### config.mk
export PLATFORM = sky130hd
export DESIGN_NAME = addsub_stream_arbiter
export DESIGN_NICKNAME = d
export VERILOG_FILES = /design/src/rtl/addsub_pkg.sv /design/src/rtl/adder32bit.sv /design/src/rtl/rr_arbiter2.sv /design/src/rtl/addsub_stream_arbiter.sv
export SDC_FILE = /design/constraint.sdc
export NUM_CORES = 1
export LEC_CHECK = 0
export ABC_CLOCK_PERIOD_IN_PS = 5050
export CORE_MARGIN = 3
export CORE_UTILIZATION = 41
export DETAILED_ROUTE_END_ITERATION = 16
export PLACE_DENSITY = 0.77
export SKIP_LAST_GASP = 1
export SLEW_MARGIN = 25
export SYNTH_ARGS = -nofsm -noshare
export SYNTH_HDL_FRONTEND = slang
export SYNTH_SLANG_ARGS = --single-unit
### constraint.sdc
create_clock -name clk -period 5.05 [get_ports clk]
set_clock_uncertainty 0.05 [all_clocks]
set_input_delay 1.2625 -clock clk [delete_from_list [all_inputs] [get_ports clk]]
set_output_delay 1.2625 -clock clk [all_outputs]
set_load 0.02 [all_outputs]
### src/rtl/addsub_pkg.sv
// Shared constants, FSM state type and small helpers
// for the shared add/subtract stream arbiter.
package addsub_pkg;

   localparam int WORD_W = 32;
   localparam int NREQ   = 2;
   localparam int LVLS   = 5;

   typedef enum logic {
      ST_IDLE = 1'b0,
      ST_BUSY = 1'b1
   } state_t;

   // Signed overflow: operands share a sign that the sum does not.
   function automatic logic signed_ovf(
      input logic a_msb,
      input logic b_msb,
      input logic s_msb
   );
      return (a_msb == b_msb) && (s_msb != a_msb);
   endfunction

endpackage

### src/rtl/adder32bit.sv
// Recursive-doubling (Kogge-Stone) 32-bit adder with carry in/out.
// Five prefix levels of generate/propagate, all combinational.
module adder32bit
   import addsub_pkg::*;
(
   input  logic [WORD_W-1:0] a,
   input  logic [WORD_W-1:0] b,
   input  logic              cin,
   output logic [WORD_W-1:0] sum,
   output logic              cout
);

   logic [WORD_W:0] carry;

   genvar l;
   for (l = 0; l <= LVLS; l++) begin : lvl
      logic [WORD_W-1:0] gv;
      logic [WORD_W-1:0] pv;
      if (l == 0) begin : g_base
         assign gv = a & b;
         assign pv = a ^ b;
      end else begin : g_step
         localparam int D = 1 << (l - 1);
         // Low bits already span down to bit 0; keep their group propagate.
         localparam logic [WORD_W-1:0] LOW =
            {WORD_W{1'b1}} >> (WORD_W - D);
         assign gv = lvl[l-1].gv |
                     (lvl[l-1].pv & (lvl[l-1].gv << D));
         assign pv = lvl[l-1].pv &
                     ((lvl[l-1].pv << D) | LOW);
      end
   end

   assign carry = {lvl[LVLS].gv | (lvl[LVLS].pv & {WORD_W{cin}}), cin};
   assign sum   = lvl[0].pv ^ carry[WORD_W-1:0];
   assign cout  = carry[WORD_W];

endmodule

### src/rtl/rr_arbiter2.sv
// Two-way round-robin grant decision: a lone request wins,
// contention is resolved by the pointer.
module rr_arbiter2 (
   input  logic [1:0] req,
   input  logic       ptr,
   output logic       gnt_id,
   output logic       any
);

   always_comb begin
      gnt_id = 1'b0;
      unique case (1'b1)
         (req == 2'b11): gnt_id = ptr;
         (req == 2'b10): gnt_id = 1'b1;
         default:        gnt_id = 1'b0;
      endcase
   end

   assign any = |req;

endmodule

### src/rtl/addsub_stream_arbiter.sv
// Shares one adder32bit between two multi-word add/sub requesters,
// chaining carry across words and returning a registered tagged stream.
module addsub_stream_arbiter
   import addsub_pkg::*;
(
   input  logic                   clk,
   input  logic                   rst,
   input  logic [NREQ-1:0]        req_valid,
   output logic [NREQ-1:0]        req_ready,
   input  logic [NREQ*WORD_W-1:0] req_a,
   input  logic [NREQ*WORD_W-1:0] req_b,
   input  logic [NREQ-1:0]        req_sub,
   input  logic [NREQ-1:0]        req_last,
   output logic                   res_valid,
   input  logic                   res_ready,
   output logic [WORD_W-1:0]      res_sum,
   output logic                   res_id,
   output logic                   res_last,
   output logic                   res_cout,
   output logic                   res_ovf
);

   state_t st_q, st_d;
   logic   gnt_q, gnt_d;
   logic   rr_ptr_q;
   logic   carry_q;
   logic   sub_q;
   logic   first_q;

   logic   arb_gnt;
   logic   arb_any;
   logic   out_free;
   logic   xfer;

   logic [WORD_W-1:0] a_sel;
   logic [WORD_W-1:0] b_sel;
   logic [WORD_W-1:0] b_eff;
   logic [WORD_W-1:0] add_sum;
   logic              add_cout;
   logic              sub_sel;
   logic              sub_eff;
   logic              last_sel;
   logic              valid_sel;
   logic              cin;

   rr_arbiter2 u_arb (
      .req    (req_valid),
      .ptr    (rr_ptr_q),
      .gnt_id (arb_gnt),
      .any    (arb_any)
   );

   assign a_sel     = gnt_q ? req_a[2*WORD_W-1:WORD_W]
                            : req_a[WORD_W-1:0];
   assign b_sel     = gnt_q ? req_b[2*WORD_W-1:WORD_W]
                            : req_b[WORD_W-1:0];
   assign sub_sel   = gnt_q ? req_sub[1]   : req_sub[0];
   assign last_sel  = gnt_q ? req_last[1]  : req_last[0];
   assign valid_sel = gnt_q ? req_valid[1] : req_valid[0];

   // Mode and carry-in come from the request only on the first word.
   assign sub_eff = first_q ? sub_sel : sub_q;
   assign cin     = first_q ? sub_sel : carry_q;
   assign b_eff   = sub_eff ? ~b_sel : b_sel;

   adder32bit u_add (
      .a    (a_sel),
      .b    (b_eff),
      .cin  (cin),
      .sum  (add_sum),
      .cout (add_cout)
   );

   assign out_free = !res_valid || res_ready;

   always_comb begin
      st_d      = st_q;
      gnt_d     = gnt_q;
      req_ready = '0;
      xfer      = 1'b0;
      unique case (st_q)
         ST_IDLE: begin
            if (arb_any) begin
               gnt_d = arb_gnt;
               st_d  = ST_BUSY;
            end
         end
         ST_BUSY: begin
            req_ready[gnt_q] = out_free;
            xfer = valid_sel && out_free;
            if (xfer && last_sel) begin
               st_d = ST_IDLE;
            end
         end
         default: st_d = ST_IDLE;
      endcase
   end

   always_ff @(posedge clk or posedge rst) begin
      if (rst) begin
         st_q     <= ST_IDLE;
         gnt_q    <= 1'b0;
         rr_ptr_q <= 1'b0;
         carry_q  <= 1'b0;
         sub_q    <= 1'b0;
         first_q  <= 1'b0;
      end else begin
         st_q  <= st_d;
         gnt_q <= gnt_d;
         if (st_q == ST_IDLE && arb_any) begin
            first_q <= 1'b1;
         end
         if (xfer) begin
            first_q <= 1'b0;
            carry_q <= add_cout;
            sub_q   <= sub_eff;
            if (last_sel) begin
               rr_ptr_q <= ~gnt_q;
            end
         end
      end
   end

   // Output register: load wins over drain so both may occur together.
   always_ff @(posedge clk or posedge rst) begin
      if (rst) begin
         res_valid <= 1'b0;
         res_sum   <= '0;
         res_id    <= 1'b0;
         res_last  <= 1'b0;
         res_cout  <= 1'b0;
         res_ovf   <= 1'b0;
      end else if (xfer) begin
         res_valid <= 1'b1;
         res_sum   <= add_sum;
         res_id    <= gnt_q;
         res_last  <= last_sel;
         res_cout  <= last_sel & add_cout;
         res_ovf   <= last_sel &
                      signed_ovf(a_sel[WORD_W-1], b_eff[WORD_W-1],
                                 add_sum[WORD_W-1]);
      end else if (res_valid && res_ready) begin
         res_valid <= 1'b0;
         res_sum   <= '0;
         res_id    <= 1'b0;
         res_last  <= 1'b0;
         res_cout  <= 1'b0;
         res_ovf   <= 1'b0;
      end
   end

endmodule
=== After elaboration in Yosys (flattened, before gate mapping) ===
Cells that the tools add are included.

* Logic and storage cells: 83
* Bits of input ports: 137
* Register bits: 43

* Multiplexer cells: 26
* Eq/ne operators: 4
* Magnitude comparators: 2
* Reduce and logical (&&, ||, !) cells: 13
* Bitwise logic cells: 26

{| class="wikitable"
|+ Operator list
! operator !! number
|-
| AND 32 bit || 12
|-
| OR 32 bit || 6
|-
| two-way mux 32 bit || 5
|-
| XOR 32 bit || 2
|-
| NOT 32 bit || 1
|-
| two-way mux 1 bit || 17
|-
| logical AND 1 bit || 6
|-
| == test 2 bit, second input constant || 2
|-
| one-hot mux 1 bit (2 select lines) || 2
|-
| AND reduction 2 bit || 2
|-
| nonzero test 2 bit || 2
|-
| AND 1 bit || 2
|-
| AND 2 bit || 1
|-
| < comparator 1 x 2 -> 1 bit, second input constant || 1
|-
| two-way mux 2 bit || 1
|-
| NOT 1 bit || 2
|-
| OR reduction 2 bit || 1
|-
| demux 1 bit (select 1 bit) || 1
|-
| == test 1 bit || 1
|-
| >= comparator 1 bit, second input constant || 1
|-
| logical NOT 1 bit || 1
|-
| logical OR 1 bit || 1
|-
| inequality test 1 bit || 1
|}

=== Longest topological paths before layout ===
Gate-level depths: netlist (run 1).

* Depth after elaboration: 20
* Mapped depth: 16
* Mapped depth without buffers: 14

=== Cells and area by module ===
From an unflattened synthesis (run 1), not the netlist that was laid out.

* Cells, all modules: 509
* Area, all modules: 4705.8 um^2

{| class="wikitable"
|+ By module, submodules not included
! module !! seq. area each (um^2) !! instances !! cells each !! area each (um^2)
|-
| addsub_stream_arbiter || 1076.0 || 1 || 241 || 2750.1
|-
| adder32bit || 0.0 || 1 || 265 || 1938.1
|-
| rr_arbiter2 || 0.0 || 1 || 3 || 17.5
|}

=== Worst setup path before layout (run 1) ===
Ideal clock, no wire load.

* Path kind: input -> register
* Start: in req_sub[1]
* End: reg res_ovf
* Setup time: 0.069 ns
* Arrival: 4.634 ns
* Slack: 0.298 ns
* Stages on the path: 15
* Buffers on the path: 1
* Cell sequence: mux2i_1 > nand2_1 > o21ai_1 > clkbuf_1 > xor2_1 > ha_1 > a211oi_2 > nor2_1 > or3_1 > a31oi_2 > o31ai_4 > a31oi_4 > o21ai_2 > or4_1 > nand3_1

* Longest elaborated chain between the ends: 20

{| class="wikitable"
|+ Ends and longest elaborated chain
! item !! RTL line !! RTL
|-
| from (decl) || addsub_stream_arbiter.sv:12 || <nowiki>input logic [NREQ-1:0] req_sub,</nowiki>
|-
| two-way mux 1 bit (*) || addsub_stream_arbiter.sv:57 || <nowiki>assign sub_sel = gnt_q ? req_sub[1] : req_sub[0];</nowiki>
|-
| two-way mux 1 bit || addsub_stream_arbiter.sv:62 || <nowiki>assign sub_eff = first_q ? sub_sel : sub_q;</nowiki>
|-
| two-way mux 32 bit || addsub_stream_arbiter.sv:64 || <nowiki>assign b_eff = sub_eff ? ~b_sel : b_sel;</nowiki>
|-
| XOR 32 bit || adder32bit.sv:21 || <nowiki>assign pv = a ^ b;</nowiki>
|-
| AND 32 bit || adder32bit.sv:28 || <nowiki>(lvl[l-1].pv & (lvl[l-1].gv << D));</nowiki>
|-
| OR 32 bit || adder32bit.sv:27 || <nowiki>assign gv = lvl[l-1].gv |</nowiki>
|-
| AND 32 bit || adder32bit.sv:28 ||
|-
| OR 32 bit || adder32bit.sv:27 ||
|-
| (+4 left out) || n/a ||
|-
| AND 32 bit || adder32bit.sv:28 ||
|-
| OR 32 bit || adder32bit.sv:27 ||
|-
| OR 32 bit || adder32bit.sv:34 || <nowiki>assign carry = {lvl[LVLS].gv | (lvl[LVLS].pv & {WORD_W{cin}}), cin};</nowiki>
|-
| XOR 32 bit || adder32bit.sv:35 || <nowiki>assign sum = lvl[0].pv ^ carry[WORD_W-1:0];</nowiki>
|-
| inequality test 1 bit || addsub_pkg.sv:20 || <nowiki>return (a_msb == b_msb) && (s_msb != a_msb);</nowiki>
|-
| logical AND 1 bit (*) || addsub_pkg.sv:20 ||
|-
| AND 1 bit (*) || addsub_stream_arbiter.sv:139 || <nowiki>res_ovf <= last_sel &</nowiki>
|-
| two-way mux 1 bit (*) || addsub_stream_arbiter.sv:133 || <nowiki>end else if (xfer) begin</nowiki>
|-
| to (signal assigned) || addsub_stream_arbiter.sv:139 ||
|-
| to (decl) || addsub_stream_arbiter.sv:20 || <nowiki>output logic res_ovf</nowiki>
|}

Every way passes the cells marked *; elsewhere a longest branch is shown, timed or not.
A chain may end at the register's enable or synchronous reset.

=== Worst setup path after layout (run 1) ===
* Start: in req_sub[1]
* End: reg res_sum[31]

* Longest elaborated chain between the ends: 17

{| class="wikitable"
|+ Ends and longest elaborated chain
! item !! RTL line !! RTL
|-
| two-way mux 1 bit (*) || addsub_stream_arbiter.sv:57 ||
|-
| two-way mux 1 bit || addsub_stream_arbiter.sv:62 ||
|-
| two-way mux 32 bit || addsub_stream_arbiter.sv:64 ||
|-
| XOR 32 bit || adder32bit.sv:21 ||
|-
| AND 32 bit || adder32bit.sv:28 ||
|-
| OR 32 bit || adder32bit.sv:27 ||
|-
| AND 32 bit || adder32bit.sv:28 ||
|-
| OR 32 bit || adder32bit.sv:27 ||
|-
| AND 32 bit || adder32bit.sv:28 ||
|-
| OR 32 bit || adder32bit.sv:27 ||
|-
| AND 32 bit || adder32bit.sv:28 ||
|-
| OR 32 bit || adder32bit.sv:27 ||
|-
| AND 32 bit || adder32bit.sv:28 ||
|-
| OR 32 bit || adder32bit.sv:27 ||
|-
| OR 32 bit || adder32bit.sv:34 ||
|-
| XOR 32 bit (*) || adder32bit.sv:35 ||
|-
| two-way mux 32 bit (*) || addsub_stream_arbiter.sv:133 ||
|-
| to (signal assigned) || addsub_stream_arbiter.sv:135 || <nowiki>res_sum <= add_sum;</nowiki>
|-
| to (decl) || addsub_stream_arbiter.sv:16 || <nowiki>output logic [WORD_W-1:0] res_sum,</nowiki>
|}

Marks and branches as above.

==> results list, run 1 <==
- The flow ran to the end, and the final reports show no timing, DRC or antenna violations.
* PnR Total Power: 5290 µW
- In this run the clock root is driven by a sky130_fd_sc_hd__clkbuf_8.
- Slew of the pin with the lowest slew margin: 0.906 ns
* Layout Area Growth over Synthesis: 50.3%
- For the worst setup path, the data arrival time is 4.86 ns.
* RSZ-0062 raised after global routing: no
* DRC violations left: 0
- Global routing finished with a remaining overflow of 0.
- Overall Global Routing Usage: 0.212
* Path class of the lowest-slack min-delay path: reg -> reg
- For this run, the number of Yosys warnings is 0.
* Number of clock sinks: 43
- Hold timing on the final database bottoms out at a slack of 0.435 ns.
- The worst path in the final design needs a cycle of 4.71 ns, including I/O delays and setup.
* Floorplan die area: 0.0113 mm²
- IR analysis of the VDD net gives a maximum drop of 0.000480 V.
- Before antenna repair, the detailed router went through 5 iterations.
* Total of buffers placed on input and output ports: 175
* Clock tree buffer depth: 2
- The worst hold path passes through 2 cells.
- Wire length of the first global-routing pass: 19700 µm
* Total Nets Final: 814
- Number of cell instances on the worst register-to-register path: 15
- In the routed layout, each cell is associated on average with a via count of 5.40.
- In the synthesized netlist the async set-or-reset flop fraction comes to 1.00.
* Standby leakage power: 0.00269 µW
* Synthesized netlist net count: 636
- Start-to-end type of the worst setup path: in -> reg
- Vias: 4204
- Routability-driven placement finished with a final weighted congestion of 0.966.
* TritonCTS clock tree: done
* Synthesized area divided by synthesized cell count: 8.89 µm²
- CTS buffer count: 5
- Layout cell share with drive strength beyond 1: 0.102
- Share of the clock period used by the worst path after layout: 0.933
- Number of H-tree branching levels: 2
- The number of antenna violations at the first check in global routing was 0.
- Clock-pin slew was measured on the worst setup and hold paths at 0.08 ns.
* Critical Path Sink Type: flop
- Initial Utilization: 0.422
- The share of the Yosys chip area taken by registers is 0.260.
- Final setup vio count: 0
- Power density of the placed cells: 850 mW/mm²
- Timing-limited maximum frequency: 212 MHz
* Diode count: 0
- Reported max-cap violation count: 0
* Post-synthesis cell count: 466
- The core region is 0.00982 mm².
* Post-CTS Setup Repair Bufs: 0
- Dividing the detail-routed wire length by the instance count gives 15.7 µm.
- For the worst setup path, the data required time is 5.20 ns.
* Flop and latch count out of synthesis: 43
- The floorplan step set the die height to 107 µm.
- The mapped netlist covers 0.00414 mm².
* Hold-fix buffers at CTS: 0
- Clock latency on the worst-skew pair: 0.29 ns
- Yosys mapped a number of flops with a built-in enable equal to 0.
- In this run the horizontal extent of the chip is 107 µm.
* Count of endpoints failing hold in the final timing report: 0
- Critical path startpoint category: input pin
- Top-level I/O count: 176
* Dpl hpwl: 10100 µm
- The detailed router finished its first iteration with 234 violations.
- Largest net degree at the start of global routing: 44
- Vias in the first global route: 4113
- Summed over all layers, the routed wires come to 12200 µm.
- Cell Rows: 36
- For this run, the leading register cell type out of synthesis is sky130_fd_sc_hd__dfrtp_1.
* Critical path peak fanout: 11
- The number of pins with negative max-slew slack in the final report came to 0.
- Worst rel slew slack: 0.395
- In this run, post-CTS repair resized a total of 0 instances.
- Number of library cell types mapped by synthesis: 51
* Number of nets still failing antenna checks after routing: 0
## where the power goes
group / internal [µW] / switching (µW)
Combinational: 1980 / 2430
Sequential: 516 / 138
Clock: 96.9 / 122
Total: 2600 / 2690
## layer usage
| layer | global-route usage | share of wire |
|---|---|---|
| met1 | 0.267 | 0.41 |
| met2 | 0.381 | 0.52 |
| met3 | 0.0346 | 0.061 |
| met4 | 0.0484 | 0.013 |
| met5 | 0 | 0 |
## per-stage QoR
| step | cells | worst slack, ns | cell area, µm² | util | setup TNS, ns |
|---|---|---|---|---|---|
| 2_1_floorplan | 466 | 0.298 | 4140 | - | 0 |
| 3_3_place_gp | 767 | 0.147 | 6120 | 0.623 | 0 |
| 3_5_place_dp | 767 | -0.0209 | 6120 | 0.623 | -0.0209 |
| 4_1_cts | 775 | 0.313 | 6200 | 0.632 | 0 |
| 5_1_grt | 778 | 0.0273 | 6230 | 0.634 | 0 |
| 6_report | 778 | 0.340 | 6230 | 0.634 | 0 |
## sequential cells by signal (all words and copies together), names as in the netlist
register   count
carry_q        1
first_q        1
gnt_q          1
res_cout       1
res_id         1
res_last       1
res_ovf        1
res_sum       32
res_valid      1
rr_ptr_q       1
st_q           1
sub_q          1
## cell usage after synthesis, drive strengths merged, types with 3 or more instances
cell	n	share of area
a211oi	3	0.0066
a21o	9	0.016
a21oi	36	0.044
a22o	6	0.013
a22oi	3	0.0054
a31oi	5	0.013
and3	6	0.0091
buf	6	0.0063
clkbuf	13	0.012
dfrtp	43	0.26
ha	32	0.097
inv	12	0.011
mux2	31	0.084
mux2i	35	0.085
nand2	51	0.046
nand3	12	0.015
nand4	4	0.0060
nand4b	3	0.0063
nor2	17	0.015
o21a	3	0.0054
o21ai	44	0.054
o21bai	3	0.0054
o31ai	4	0.011
or3	5	0.0076
xnor2	14	0.030
xor2	43	0.091
## final timing paths
| kind | from | end | slack (ns) |
|---|---|---|---|
| setup / recovery | req_sub[1] | res_sum[31] | 0.34 |
| hold / removal | res_sum[1] | res_sum[1] | 0.44 |
| setup reg to reg | gnt_q | res_sum[31] | 0.91 |
| hold reg to reg | res_sum[1] | res_sum[1] | 0.44 |
| max in group asynchronous | rst | gnt_q | 2.84 |
| min in group asynchronous | rst | res_sum[4] | 1.44 |
## layout make-up
type	instances	area, µm²
Sequential cell	43	1080
Tap cell	133	166
Multi-Input combinational cell	392	2970
Inverter	12	45.0
Timing Repair Buffer	190	1880
Fill cell	860	3590
Clock buffer	6	72.6
Clock inverter	2	12.5
## kinds of logic (layout without fill, tap and decap cells)
kind of cell,count (synthesis),after routing,synth area share
adders and majority gates,33,33,0.102
and+or+nand+nor,107,107,0.119
xor gates and xnor gates,57,57,0.121
DFF,43,43,0.260
AOI/OAI and AO/OA,129,129,0.202
buffers and inverters,31,210,0.0290
muxes,66,66,0.169
## placed cells by master (no fill, tap or decap), types with 17 or more instances in the layout
cell type / netlist / layout
sky130_fd_sc_hd__clkdlybuf4s50_1: 0 / 175
sky130_fd_sc_hd__mux2i_1: 35 / 35
sky130_fd_sc_hd__dfrtp_1: 43 / 42
sky130_fd_sc_hd__o21ai_0: 30 / 30
sky130_fd_sc_hd__a21oi_1: 36 / 35
sky130_fd_sc_hd__mux2_2: 31 / 31
sky130_fd_sc_hd__nand2_1: 51 / 51
sky130_fd_sc_hd__ha_1: 32 / 32
sky130_fd_sc_hd__xor2_1: 43 / 43
sky130_fd_sc_hd__nor2_1: 17 / 17
## critical path, stage by stage
cell	delay, ns
sky130_fd_sc_hd__clkdlybuf4s50_1	0.41
sky130_fd_sc_hd__mux2i_1	0.23
sky130_fd_sc_hd__nand2_1	0.15
sky130_fd_sc_hd__o21ai_4	0.19
sky130_fd_sc_hd__buf_4	0.23
sky130_fd_sc_hd__xor2_1	0.07
sky130_fd_sc_hd__ha_1	0.35
sky130_fd_sc_hd__nand3_1	0.12
sky130_fd_sc_hd__o21ai_1	0.21
sky130_fd_sc_hd__nor2_1	0.08
sky130_fd_sc_hd__o311a_1	0.39
sky130_fd_sc_hd__o31ai_4	0.37
sky130_fd_sc_hd__a31oi_4	0.18
sky130_fd_sc_hd__o21ai_2	0.26
sky130_fd_sc_hd__a211oi_1	0.13
sky130_fd_sc_hd__o31ai_1	0.22
Power figures use the tool's default switching activity.
==> run 2, diff against run 1 <==
Settings changed: GPL_TIMING_DRIVEN set to 0.
==> results list, run 2 (same netlist as run 1, synthesis figures left out) <==
* Diode count: 0 (unchanged)
- Layout Area Growth over Synthesis: 51.1% (was 50.3%)
* Horizontal extent of the die: 107 µm (unchanged)
- Start-to-end type of the worst setup path: in -> reg (unchanged)
- Status: finished clean (unchanged).
- IR drop worst, VDD: 0.000371 V (was 0.000480 V)
- Power density of the placed cells: 859 mW/mm² (was 850 mW/mm²)
- The wire length of the first global-routing pass came to 20800 µm (was 19700 µm).
- Wire length on met2: 6550 µm (was 6350 µm)
- Initial Utilization: 0.422 (unchanged)
* Non-filler instance count after layout: 783 (was 778)
* Core area: 0.00982 mm² (unchanged)
- Clock latency on the worst-skew pair: 0.30 ns (was 0.29 ns)
* Critical Path Sink Type: flop (unchanged)
- Number of design-rule violations left by the first detailed-router iteration: 179 (was 234)
* Sum of routed wire length over all layers: 13000 µm (was 12200 µm)
- The top fanout value on the critical path came to 10 (was 11).
- The die footprint came to 0.0113 mm² (unchanged).
- Critical path startpoint category: input pin (unchanged)
- The total met3 wirelength after detailed routing is 686 µm (was 749 µm).
- Number of clock sinks: 43 (unchanged)
* Dpl hpwl: 10600 µm (was 10100 µm)
* CTS buffer count: 5 (unchanged)
- Startpoint of the most critical setup path: req_sub[0] (was req_sub[1])
- Final Critical Period: 4.91 ns (was 4.71 ns)
- The number of vias after detailed routing was 4241 (was 4204).
* Timing-limited maximum frequency: 204 MHz (was 212 MHz)
* Worst Path Required: 5.23 ns (was 5.20 ns)
- Top-level I/O count: 176 (unchanged)
- TritonCTS clock tree: done (unchanged)
* Overall Global Routing Usage: 0.225 (was 0.212)
- Placed Cells: 775 (was 767)
- The cell leakage power is 0.00269 µW (about the same).
- The per-cell via count in the routed design came to 5.42 (was 5.40).
- Total Nets Final: 819 (was 814)
* Height of the die: 107 µm (unchanged)
- The number of pins with negative max-slew slack in the final report came to 0 (unchanged).
- The number of port buffers is 175 (unchanged).
- Layout cell share with drive strength beyond 1: 0.0862 (was 0.102)
- RSZ-0062 raised after global routing: no (unchanged).
- The headroom to the max-slew limit is 0.333 (was 0.395).
- The number of global-route vias before repair is 4246 (was 4113).
* Timing endpoint of the critical path: res_ovf (was res_sum[31])
- RD Place Congestion: 0.913 (was 0.966)
- The highest routing layer actually used was met4 (unchanged).
- The number of flip-flops under the largest register name came to 32 (unchanged).
- The maximum number of pins on one net before global-route repair was 33 (was 44).
- The clock-pin slew of the registers on the worst-case setup and hold paths was 0.09 ns (was 0.08 ns).
- Hold-fix buffers at CTS: 0 (unchanged)
- Routed WL per cell: 16.5 µm (was 15.7 µm)
* Number of H-tree branching levels: 2 (unchanged)
* Number of cell instances on the worst register-to-register path: 15 (unchanged)
* First-pass iteration count of the detailed router: 5 (unchanged)
* Most frequent cells in the layout: sky130_fd_sc_hd__clkdlybuf4s50_1 (175), sky130_fd_sc_hd__nand2_1 (51), sky130_fd_sc_hd__xor2_1 (43), sky130_fd_sc_hd__dfrtp_1 (43), sky130_fd_sc_hd__a21oi_1 (36) (was sky130_fd_sc_hd__clkdlybuf4s50_1 (175), sky130_fd_sc_hd__nand2_1 (51), sky130_fd_sc_hd__xor2_1 (43))
- The slack of the worst reg-to-reg path is 0.35 ns (was 0.91 ns).
- The final hold violation count came to 0 (unchanged).
- CTS root buffer: sky130_fd_sc_hd__clkbuf_8 (unchanged)
- The count of standard-cell rows was 36 (unchanged).
- The transition at the pin with the smallest max-transition slack is 1.00 ns (was 0.906 ns).
- The final setup violation count is 0 (unchanged).
- Initial antenna violation count: 0 (unchanged)
- Data arrival, critical path: 5.09 ns (was 4.86 ns)
- M1 WL: 5550 µm (was 4970 µm)
- The final cycle utilization of the critical path is 0.971 (was 0.933).
- The register bank with the most flops was res_sum (unchanged).
- The commonest non-fill, non-tap cell in the layout is sky130_fd_sc_hd__clkdlybuf4s50_1 (unchanged).
* Number of nets still failing antenna checks after routing: 0 (unchanged)
- Post-CTS Setup Repair Bufs: 0 (unchanged)
- The global-route congestion overflow total is 0 (unchanged).
- The worst min-delay path category was reg -> reg (unchanged).
- Reg-to-reg startpoint: gnt_q (unchanged)
- The number of maximum-capacitance violations is 0 (unchanged).
- The setup TNS was 0 ns (unchanged).
- Endpoint of the worst register-to-register path: res_ovf (was res_sum[31])
- The number of remaining DRC errors was 0 (unchanged).
- Clock tree buffer depth: 2 (unchanged)
[run 2: changes by cell type in the layout (fill, tap and decap cells not counted), moves of 2 or more]
cell / delta
sky130_fd_sc_hd__buf_1: +4
sky130_fd_sc_hd__buf_4: -13
sky130_fd_sc_hd__buf_6: +2
sky130_fd_sc_hd__bufinv_16: +2
sky130_fd_sc_hd__clkbuf_1: +9
[run 2: layout make-up]
cell class | instances | area, µm²
clock buffer | 5 | 68.8
timing repair buffer | 176 | 1770
inverter | 12 | 45.0
multi-input combinational | 392 | 2960
clock inverter | 3 | 67.6
tap | 133 | 166
buffer | 19 | 103
sequential | 43 | 1080
fill | 869 | 3560
[run 2: how the worst min path moves through the flow]
| stage | start | endpoint | depth (start not counted) |
|---|---|---|---|
| after floorplan | sub_q | sub_q | 2 |
| after global placement | res_sum[5] | res_sum[5] | 2 |
| after detailed placement | res_sum[22] | res_sum[22] | 2 |
| after CTS | res_sum[22] | res_sum[22] | 2 |
| after global routing | res_last | res_last | 1 |
| final | res_sum[17] | res_sum[17] | 2 |
[run 2: stage by stage]
stage	hold slack (ns)	utilization	power, µW	instance area, µm²	setup slack [ns]
after floorplan	0.400	-	3810	4140	0.298
after global placement	0.413	0.617	4850	6060	-0.784
after detailed placement	0.425	0.619	4960	6080	-0.845
after CTS	0.445	0.635	5340	6230	0.0122
after global routing	0.469	0.637	5850	6260	0.0117
final	0.438	0.637	5380	6260	0.144
[run 2: critical path, stage by stage]
cell	delay [ns]
sky130_fd_sc_hd__clkdlybuf4s50_1	0.42
sky130_fd_sc_hd__mux2i_2	0.25
sky130_fd_sc_hd__nand2_1	0.16
sky130_fd_sc_hd__o21ai_4	0.16
sky130_fd_sc_hd__buf_8	0.21
sky130_fd_sc_hd__xor2_1	0.19
sky130_fd_sc_hd__ha_1	0.33
sky130_fd_sc_hd__a211oi_2	0.20
sky130_fd_sc_hd__nor2_1	0.08
sky130_fd_sc_hd__or3_1	0.36
sky130_fd_sc_hd__a31oi_2	0.26
sky130_fd_sc_hd__o31ai_4	0.15
sky130_fd_sc_hd__a31oi_4	0.32
sky130_fd_sc_hd__o21ai_2	0.15
sky130_fd_sc_hd__or4_1	0.51
sky130_fd_sc_hd__nand3_1	0.08
[run 2: layer usage]
layer	track usage	vias to the layer above
li1	-	2064
met1	0.296	2020
met2	0.396	141
met3	0.0310	16
met4	0.0466	0
met5	0	-
[run 2: timing repair]
action	4_1_cts	5_1_grt
setup endpoints to repair	17	9
pin swaps	0	0
resized for setup	7	11
[run 2: power by group]
group	internal (µW)	switching [µW]
clock network	197	129
logic	1930	2520
registers	514	89.7
total	2640	2740
